File: config.mk
export PLATFORM = sky130hd
export DESIGN_NAME = tpu_tile_sequencer_flat
export DESIGN_NICKNAME = d
export VERILOG_FILES = /design/src/rtl/tpu_ctrl_pkg.sv /design/src/rtl/tpu_tile_sequencer_if.sv /design/src/rtl/ctrl_valid_delay.sv /design/src/rtl/tpu_tile_sequencer.sv /design/src/flat_wrapper.sv
export SDC_FILE = /design/constraint.sdc
export NUM_CORES = 1
export LEC_CHECK = 0
export CAP_MARGIN = 10
export CORE_MARGIN = 10
export CORE_UTILIZATION = 50
export CTS_BUF_LIST = sky130_fd_sc_hd__clkbuf_8
export DETAILED_ROUTE_END_ITERATION = 7
export DONT_BUFFER_PORTS = 1
export HOLD_SLACK_MARGIN = 0.15
export PLACE_DENSITY = 0.76
export SYNTH_ARGS = -nofsm -noshare
export SYNTH_HDL_FRONTEND = slang
export SYNTH_SLANG_ARGS = --single-unit
File: constraint.sdc
create_clock -name clk -period 4.4 [get_ports clk]
set_input_delay 1.1 -clock clk [delete_from_list [all_inputs] [get_ports clk]]
set_output_delay 1.1 -clock clk [all_outputs]
set_load 0.01 [all_outputs]
File: src/rtl/tpu_ctrl_pkg.sv
// Shared constants, state encoding and config payload for the TPU tile sequencer.
package tpu_ctrl_pkg;

  localparam int unsigned ADDRESSSIZE      = 10;
  localparam int unsigned ADDRESSSIZE_FIFO = 2;
  localparam int unsigned PIPE_LAT         = 18;
  localparam int unsigned STATE_W          = 3;

  typedef enum logic [STATE_W-1:0] {
    S_IDLE   = 3'd0,
    S_W_RD   = 3'd1,
    S_RELOAD = 3'd2,
    S_STREAM = 3'd3,
    S_DRAIN  = 3'd4,
    S_DONE   = 3'd5
  } state_t;

  typedef struct packed {
    logic [ADDRESSSIZE-1:0]      rows;
    logic [ADDRESSSIZE-1:0]      res_base;
    logic [ADDRESSSIZE-1:0]      ub_base;
    logic [ADDRESSSIZE_FIFO-1:0] w_sel;
  } tile_cfg_t;

endpackage

File: src/rtl/tpu_tile_sequencer_if.sv
// Host config handshake plus UB / weight SRAM / array / results SRAM control bundle.
interface tpu_tile_sequencer_if;
  import tpu_ctrl_pkg::*;

  logic                        start;
  logic [ADDRESSSIZE_FIFO-1:0] cfg_w_sel;
  logic [ADDRESSSIZE-1:0]      cfg_ub_base;
  logic [ADDRESSSIZE-1:0]      cfg_res_base;
  logic [ADDRESSSIZE-1:0]      cfg_rows;
  logic                        busy;
  logic                        done;
  logic [ADDRESSSIZE_FIFO-1:0] w_addr;
  logic                        we_rl;
  logic                        ub_re;
  logic [ADDRESSSIZE-1:0]      ub_addr;
  logic                        res_we;
  logic [ADDRESSSIZE-1:0]      res_addr;

  modport master (
    output start, cfg_w_sel, cfg_ub_base, cfg_res_base, cfg_rows,
    input  busy, done, w_addr, we_rl, ub_re, ub_addr, res_we, res_addr
  );

  modport slave (
    input  start, cfg_w_sel, cfg_ub_base, cfg_res_base, cfg_rows,
    output busy, done, w_addr, we_rl, ub_re, ub_addr, res_we, res_addr
  );

endinterface

File: src/rtl/ctrl_valid_delay.sv
// Fixed-depth valid delay line; tap aligns row reads with result writes, any-flag marks rows in flight.
module ctrl_valid_delay #(
  parameter int unsigned DEPTH = 18
) (
  input  logic clk,
  input  logic rst,
  input  logic i_din,
  output logic o_tap,
  output logic o_any
);

  logic [DEPTH-1:0] r_sh;

  always_ff @(posedge clk or posedge rst) begin
    if (rst) begin
      r_sh <= '0;
    end else begin
      r_sh <= {r_sh[DEPTH-2:0], i_din};
    end
  end

  assign o_tap = r_sh[DEPTH-1];
  assign o_any = |r_sh;

endmodule

File: src/rtl/tpu_tile_sequencer.sv
// Runs one tile: weight-set select and reload, UB row stream, and aligned result writes,
// under a start/busy/done handshake.
module tpu_tile_sequencer
  import tpu_ctrl_pkg::*;
(
  input  logic                 clk,
  input  logic                 rst,
  tpu_tile_sequencer_if.slave  io_seq
);

  state_t                 r_state;
  tile_cfg_t              r_cfg;
  logic [ADDRESSSIZE-1:0] r_cnt;
  logic [ADDRESSSIZE-1:0] r_ub_addr;
  logic [ADDRESSSIZE-1:0] r_res_addr;
  logic                   r_busy;
  logic                   r_done;
  logic                   r_we_rl;
  logic                   r_ub_re;
  logic                   w_res_we;
  logic                   w_inflight;

  ctrl_valid_delay #(.DEPTH(PIPE_LAT)) u_valid_delay (
    .clk   (clk),
    .rst   (rst),
    .i_din (r_ub_re),
    .o_tap (w_res_we),
    .o_any (w_inflight)
  );

  // A new start may also be taken in DONE so back-to-back tiles lose no cycle.
  always_ff @(posedge clk or posedge rst) begin
    if (rst) begin
      r_state    <= S_IDLE;
      r_cfg      <= '0;
      r_cnt      <= '0;
      r_ub_addr  <= '0;
      r_res_addr <= '0;
      r_busy     <= 1'b0;
      r_done     <= 1'b0;
      r_we_rl    <= 1'b0;
      r_ub_re    <= 1'b0;
    end else begin
      r_we_rl <= 1'b0;
      r_done  <= 1'b0;
      if (w_res_we) begin
        r_res_addr <= r_res_addr + ADDRESSSIZE'(1);
      end
      case (r_state)
        S_IDLE, S_DONE: begin
          if (io_seq.start) begin
            r_cfg.w_sel    <= io_seq.cfg_w_sel;
            r_cfg.ub_base  <= io_seq.cfg_ub_base;
            r_cfg.res_base <= io_seq.cfg_res_base;
            r_cfg.rows     <= io_seq.cfg_rows;
            r_busy         <= 1'b1;
            r_state        <= S_W_RD;
          end else begin
            r_state <= S_IDLE;
          end
        end
        S_W_RD: begin
          r_we_rl <= 1'b1;
          r_state <= S_RELOAD;
        end
        S_RELOAD: begin
          r_res_addr <= r_cfg.res_base;
          if (r_cfg.rows == '0) begin
            r_done  <= 1'b1;
            r_busy  <= 1'b0;
            r_state <= S_DONE;
          end else begin
            r_ub_re   <= 1'b1;
            r_ub_addr <= r_cfg.ub_base;
            r_cnt     <= ADDRESSSIZE'(1);
            r_state   <= S_STREAM;
          end
        end
        S_STREAM: begin
          if (r_cnt == r_cfg.rows) begin
            r_ub_re <= 1'b0;
            r_state <= S_DRAIN;
          end else begin
            r_ub_addr <= r_ub_addr + ADDRESSSIZE'(1);
            r_cnt     <= r_cnt + ADDRESSSIZE'(1);
          end
        end
        S_DRAIN: begin
          if (!w_inflight) begin
            r_done  <= 1'b1;
            r_busy  <= 1'b0;
            r_state <= S_DONE;
          end
        end
        default: begin
          r_state <= S_IDLE;
        end
      endcase
    end
  end

  assign io_seq.busy     = r_busy;
  assign io_seq.done     = r_done;
  assign io_seq.w_addr   = r_cfg.w_sel;
  assign io_seq.we_rl    = r_we_rl;
  assign io_seq.ub_re    = r_ub_re;
  assign io_seq.ub_addr  = r_ub_addr;
  assign io_seq.res_we   = w_res_we;
  assign io_seq.res_addr = r_res_addr;

endmodule
File: src/flat_wrapper.sv
// flat-port wrapper written by rule: the top's interface ports become plain ports
module tpu_tile_sequencer_flat import tpu_ctrl_pkg::*;
  (clk, rst, io_seq_start, io_seq_cfg_w_sel, io_seq_cfg_ub_base, io_seq_cfg_res_base, io_seq_cfg_rows, io_seq_busy, io_seq_done, io_seq_w_addr, io_seq_we_rl, io_seq_ub_re, io_seq_ub_addr, io_seq_res_we, io_seq_res_addr);
  tpu_tile_sequencer_if io_seq_i ();
  input  logic clk;
  input  logic rst;
  input wire logic [$bits(io_seq_i.start)-1:0] io_seq_start;
  input wire logic [$bits(io_seq_i.cfg_w_sel)-1:0] io_seq_cfg_w_sel;
  input wire logic [$bits(io_seq_i.cfg_ub_base)-1:0] io_seq_cfg_ub_base;
  input wire logic [$bits(io_seq_i.cfg_res_base)-1:0] io_seq_cfg_res_base;
  input wire logic [$bits(io_seq_i.cfg_rows)-1:0] io_seq_cfg_rows;
  output wire logic [$bits(io_seq_i.busy)-1:0] io_seq_busy;
  output wire logic [$bits(io_seq_i.done)-1:0] io_seq_done;
  output wire logic [$bits(io_seq_i.w_addr)-1:0] io_seq_w_addr;
  output wire logic [$bits(io_seq_i.we_rl)-1:0] io_seq_we_rl;
  output wire logic [$bits(io_seq_i.ub_re)-1:0] io_seq_ub_re;
  output wire logic [$bits(io_seq_i.ub_addr)-1:0] io_seq_ub_addr;
  output wire logic [$bits(io_seq_i.res_we)-1:0] io_seq_res_we;
  output wire logic [$bits(io_seq_i.res_addr)-1:0] io_seq_res_addr;
  assign io_seq_i.start = io_seq_start;
  assign io_seq_i.cfg_w_sel = io_seq_cfg_w_sel;
  assign io_seq_i.cfg_ub_base = io_seq_cfg_ub_base;
  assign io_seq_i.cfg_res_base = io_seq_cfg_res_base;
  assign io_seq_i.cfg_rows = io_seq_cfg_rows;
  assign io_seq_busy = io_seq_i.busy;
  assign io_seq_done = io_seq_i.done;
  assign io_seq_w_addr = io_seq_i.w_addr;
  assign io_seq_we_rl = io_seq_i.we_rl;
  assign io_seq_ub_re = io_seq_i.ub_re;
  assign io_seq_ub_addr = io_seq_i.ub_addr;
  assign io_seq_res_we = io_seq_i.res_we;
  assign io_seq_res_addr = io_seq_i.res_addr;
  tpu_tile_sequencer u_core (.clk(clk), .rst(rst), .io_seq(io_seq_i));
endmodule
== Yosys cells after proc, flatten, opt, wreduce, memory -nomap -nowiden ==
Cells that the tools add are included.
Word-level totals
  output and inout port bits: 27
  word-level logic and storage cells: 64
  input port bits: 35
  bits in registers: 87
Cells by class
  add/subtract/negate cells: 3
  eq/ne operators: 12
  multiplexer cells: 24
  reduce and logical (&&, ||, !) cells: 12
Operators by type and width (count)
  $mux W10: 6
  $pmux W10 S2: 2
  $add A10 B1 Y10 const B: 3
  $reduce_or A18 Y1: 1
  $pmux W3 S5: 1
  $eq A10 B10 Y1: 1
  $logic_not A10 Y1: 1
  $mux W1: 9
  $mux W3: 3
  $ne A2 B2 Y1 const B: 4
  $eq A3 B2 Y1 const B: 2
  $eq A3 B3 Y1 const B: 2
  $reduce_and A3 Y1: 2
  $ne A2 B1 Y1 const B: 2
  $pmux W1 S2: 2
  $reduce_and A2 Y1: 2
  $reduce_and A4 Y1: 1
  $reduce_bool A2 Y1: 2
  $eq A3 B1 Y1 const B: 1
  $logic_not A3 Y1: 1
  $pmux W1 S3: 1
  $reduce_bool A3 Y1: 1
  $reduce_or A2 Y1: 1

== Logic depth before layout (Yosys ltp) ==
  depth in word-level cells: 4
  depth in mapped cells: 8
  mapped depth without buffers: 6

== By module ==
From an unflattened synthesis, not the netlist that was laid out.
Second synthesis, totals
  cells, all modules: 334
  area, all modules: 3819.9 µm²
By module, submodules not included
  tpu_tile_sequencer: cells each 309, area each 3326.9 µm², times used 1, seq. area each 1726.7 µm²
  ctrl_valid_delay: cells each 25, area each 493.0 µm², times used 1, seq. area each 450.4 µm²

== Worst setup path after synthesis ==
No wires, ideal clock.
  path type: input -> register
  start point: input io_seq_start
  end point: register u_core.r_cfg (netlist bit u_core.io_seq.w_addr[0])
  stages: 4
  buffers on the path: 1
  data arrival time: 2022 ps
  library setup time: 125 ps
  data required time: 4275 ps
  slack: 2253 ps
  cells stage by stage: nand2b_1 > a21oi_1 > buf_2 > mux2_2
Between the ends
  word-level cells in the longest chain between the ends: 1
RTL lines
  start: declaration: line flat_wrapper.sv:7  | input wire logic [$bits(io_seq_i.start)-1:0] io_seq_start;
  $reduce_and A2 Y1 (no line)
  end: declaration: line tpu_tile_sequencer.sv:12  | tile_cfg_t r_cfg;
No other way between the ends.
A chain may end at the register's enable or synchronous reset.

== Worst setup path in the final report ==
  start point: register u_core.r_cnt[1]
  end point: register u_core.r_ub_addr[6] (netlist: u_core.io_seq.ub_addr[6])
Between the ends
  word-level cells in the longest chain between the ends: 3
RTL lines
  start: declaration: line tpu_tile_sequencer.sv:13  | logic [ADDRESSSIZE-1:0] r_cnt;
  start signal: assignment: line tpu_tile_sequencer.sv:85  | r_cnt <= r_cnt + ADDRESSSIZE'(1);
  $eq A10 B10 Y1: line tpu_tile_sequencer.sv:80  | if (r_cnt == r_cfg.rows) begin
  $ne A2 B2 Y1 (no line)
  $reduce_and A3 Y1 (no line)
  end signal: assignment: line tpu_tile_sequencer.sv:74  | r_ub_addr <= r_cfg.ub_base;
  end signal: assignment: line tpu_tile_sequencer.sv:84  | r_ub_addr <= r_ub_addr + ADDRESSSIZE'(1);
  end: declaration: line tpu_tile_sequencer.sv:14  | logic [ADDRESSSIZE-1:0] r_ub_addr;
No other way between the ends.

==> impl_results.md <==
* Status: finished, final reports clean
* Synth unique cells at 54
* HP Class: register to register
* CP max FO at 11
* Clock transition time at the flip-flop clock pins of the worst setup and hold paths at 90 ps
* Die height at 109 um
* EDFF count, synth at 0
* Largest net degree at the start of global routing at 57
* Area contributors post-synth: dfrtp_1 (55%), mux2_2 (9.1%), xor2_1 (3.3%)
* Power Density at 700 nW/um^2
* Req. time, crit path at 4690 ps
* Gr usage total at 14.3%
* Crit path cell chain: xor2_1 > nor4_1 > nand3_1 > o21ai_0 > o32a_1
* Core box area at 7690 sq um
* Final hold vios at 0
* Syn. warnings at 0
* Clock Path Buffers at 2
* P&R area growth vs syn at 6.54%
* Share of cells above drive strength 1 at 17.1%
* Max Fclk at 396 MHz
* Max-cap violations at 0
* Peak supply drop at 0.245 mV
* Rel. slew slack at 31.9%
* Critical Path Max Stage Delay at 820 ps
* Antenna diodes at 0
* Fin crit period at 2530 ps
* Worst-Skew Late Latency at 350 ps
* DRT Wirelength at 8170 um
* TritonCTS clock tree: yes
* Post-synth top area cell: dfrtp_1
* Final setup violation count at 0
* Final period util at 57.4%
* Setup total negative slack at 0 ps
* Final Max Tran Viols at 0
* Critical Path End Type: register
* Number of synthesized register bits at 87
* Register area share after synthesis at 55.2%
* Drt pass-1 iters at 4
* Buffers and inverters on the worst path at 0
* Final nets at 379
* Post-synthesis cell count at 349
* Leakage power at 0.00173 uW
* Routed via count at 2646
* Crit path DAT at 2810 ps
* RR Startpoint: u_core.r_cnt[1]
* Buffers on Ports at 0
* Unrepaired setup endpoints after global routing: no
* Initial antenna violation count at 0
* Initial Utilization at 51.3%
* Crit-path leading delay family: compound AO/OA/AOI/OAI gates
* Die area at 11800 sq um
* Drt drc at 0
* Worst-Margin Slew at 1020 ps
* Top cell type's share of synthesized area at 55.2%
* First-pass GRT wire length at 13600 um
* PostCTS Resize Cnt at 0
* Async S/R FF share, synth at 100%
* # IOs at 62
* Hold_sp: u_core.u_valid_delay.r_sh[4]
* Die W at 109 um
* CTS buffer count at 9
* CP max-delay cell: o21ai_0
* HPWL Detailed at 5750 um
* Standard-cell rows at 32
* Post-Route Skew at 6.73 ps
* Initial DRC count at 209
* Hold buffers post-CTS at 0
* Post-Syn Area at 3940 sq um
* Synthesized net count at 387
* Total grt overflow at 0
* CP Launch Type: register
* Drt via density at 5.91
* Setup crit start: u_core.r_cnt[1]
* Detail Route Antenna Nets at 0
* Top_reg_cell synth: dfrtp_1
* Post-Syn Area per Cell at 11.3 sq um
* GPL Wtd Cong at 0.807
* CTS sink cnt at 87
* Final Power at 2940 uW
* Clock Tree Root: clkbuf_8
* Vias in the first global route at 2704
* WS Path Type: register to register
* H-tree levels at 3
* Post-CTS setup buffers at 0
* Routed WL per cell at 18.2 um
-- layer usage --
| metal | share of wire [%] | vias up | GRT usage, % |
|---|---|---|---|
| met3 | 7.6 | 10 | 5.37 |
| met5 | 0 | - | 0 |
| met2 | 48 | 70 | 23.0 |
| met4 | 1.2 | 0 | 4.80 |
| met1 | 43 | 1311 | 17.5 |
| li1 | - | 1255 | - |
-- sequential cells by signal (all words and copies together), names as in the netlist --
register,cells
u_core.io_seq.ub_addr,10
u_core.u_valid_delay.r_sh,18
u_core.io_seq.we_rl,1
u_core.io_seq.done,1
u_core.io_seq.busy,1
u_core.r_state,3
u_core.r_cfg,30
u_core.io_seq.w_addr,2
u_core.r_cnt,10
u_core.io_seq.ub_re,1
u_core.io_seq.res_addr,10
-- layout by cell type (no fill, tap or decap), types with 3 or more instances in the layout --
cell type,n
nor4_1,10
nor2_1,20
a21oi_1,7
o211ai_1,7
or4_1,6
ha_1,3
o21ai_0,17
nand3_1,19
clkbuf_8,9
nor2b_1,3
mux2_2,32
nor3_1,8
and3_1,5
xnor2_1,3
inv_1,3
nand2_1,29
o32a_1,3
buf_4,3
dfrtp_1,87
nand4_1,8
o22ai_1,3
xor2_1,15
-- logic make-up (layout without fill, tap and decap cells) --
family	after synthesis	count (layout)	synth area share, %
compound gates	58	58	9.90
xor+xnor	19	19	4.41
fa+ha+maj	3	3	0.952
buf+inv	26	23	3.78
flops	87	87	55.2
mux	33	33	9.39
simple gates	123	123	16.4
-- layout make-up --
cell class / instances / area, sq um
tap: 102 / 128
fill: 688 / 3490
sequential: 87 / 2180
timing repair buffer: 3 / 22.5
multi-input combinational: 236 / 1630
clock buffer: 9 / 124
clock inverter: 7 / 105
inverter: 4 / 16.3
-- Yosys cell counts, drive strengths merged, types with 6 or more instances --
| cell type | n |
|---|---|
| nor3 | 8 |
| o211ai | 7 |
| nand2 | 29 |
| mux2 | 32 |
| o21ai | 18 |
| nand3 | 19 |
| nor4 | 11 |
| nand4 | 8 |
| xor2 | 16 |
| dfrtp | 87 |
| buf | 17 |
| a21oi | 8 |
| or4 | 6 |
| nor2 | 21 |
-- through the flow --
| stage | cell area [sq um] | setup slack [ps] | cells | hold slack [ps] | util, % |
|---|---|---|---|---|---|
| after floorplan | 3940 | 1050 | 349 | 354 | - |
| after global placement | 3970 | 1860 | 432 | 357 | 51.7 |
| after detailed placement | 3970 | 1810 | 432 | 366 | 51.7 |
| after CTS | 4200 | 1880 | 448 | 383 | 54.7 |
| after global routing | 4200 | 1580 | 448 | 394 | 54.7 |
| final | 4200 | 1870 | 448 | 382 | 54.7 |
-- report_power, final --
group	switching [uW]	internal, uW
clock network	299	329
logic	455	411
registers	353	1100
-- final timing paths --
| path | end | cells after the start | slack (ps) |
|---|---|---|---|
| min reg2reg | u_core.u_valid_delay.r_sh[5] | 0 | 380 |
| max in group asynchronous | u_core.r_cfg[2] | 2 | 2660 |
| max reg2reg | u_core.io_seq.ub_addr[6] | 5 | 1870 |
| min in group asynchronous | u_core.u_valid_delay.r_sh[14] | 1 | 800 |
| max | u_core.io_seq.ub_addr[6] | 5 | 1870 |
| min | u_core.u_valid_delay.r_sh[5] | 0 | 380 |
Power figures use the tool's default switching activity.
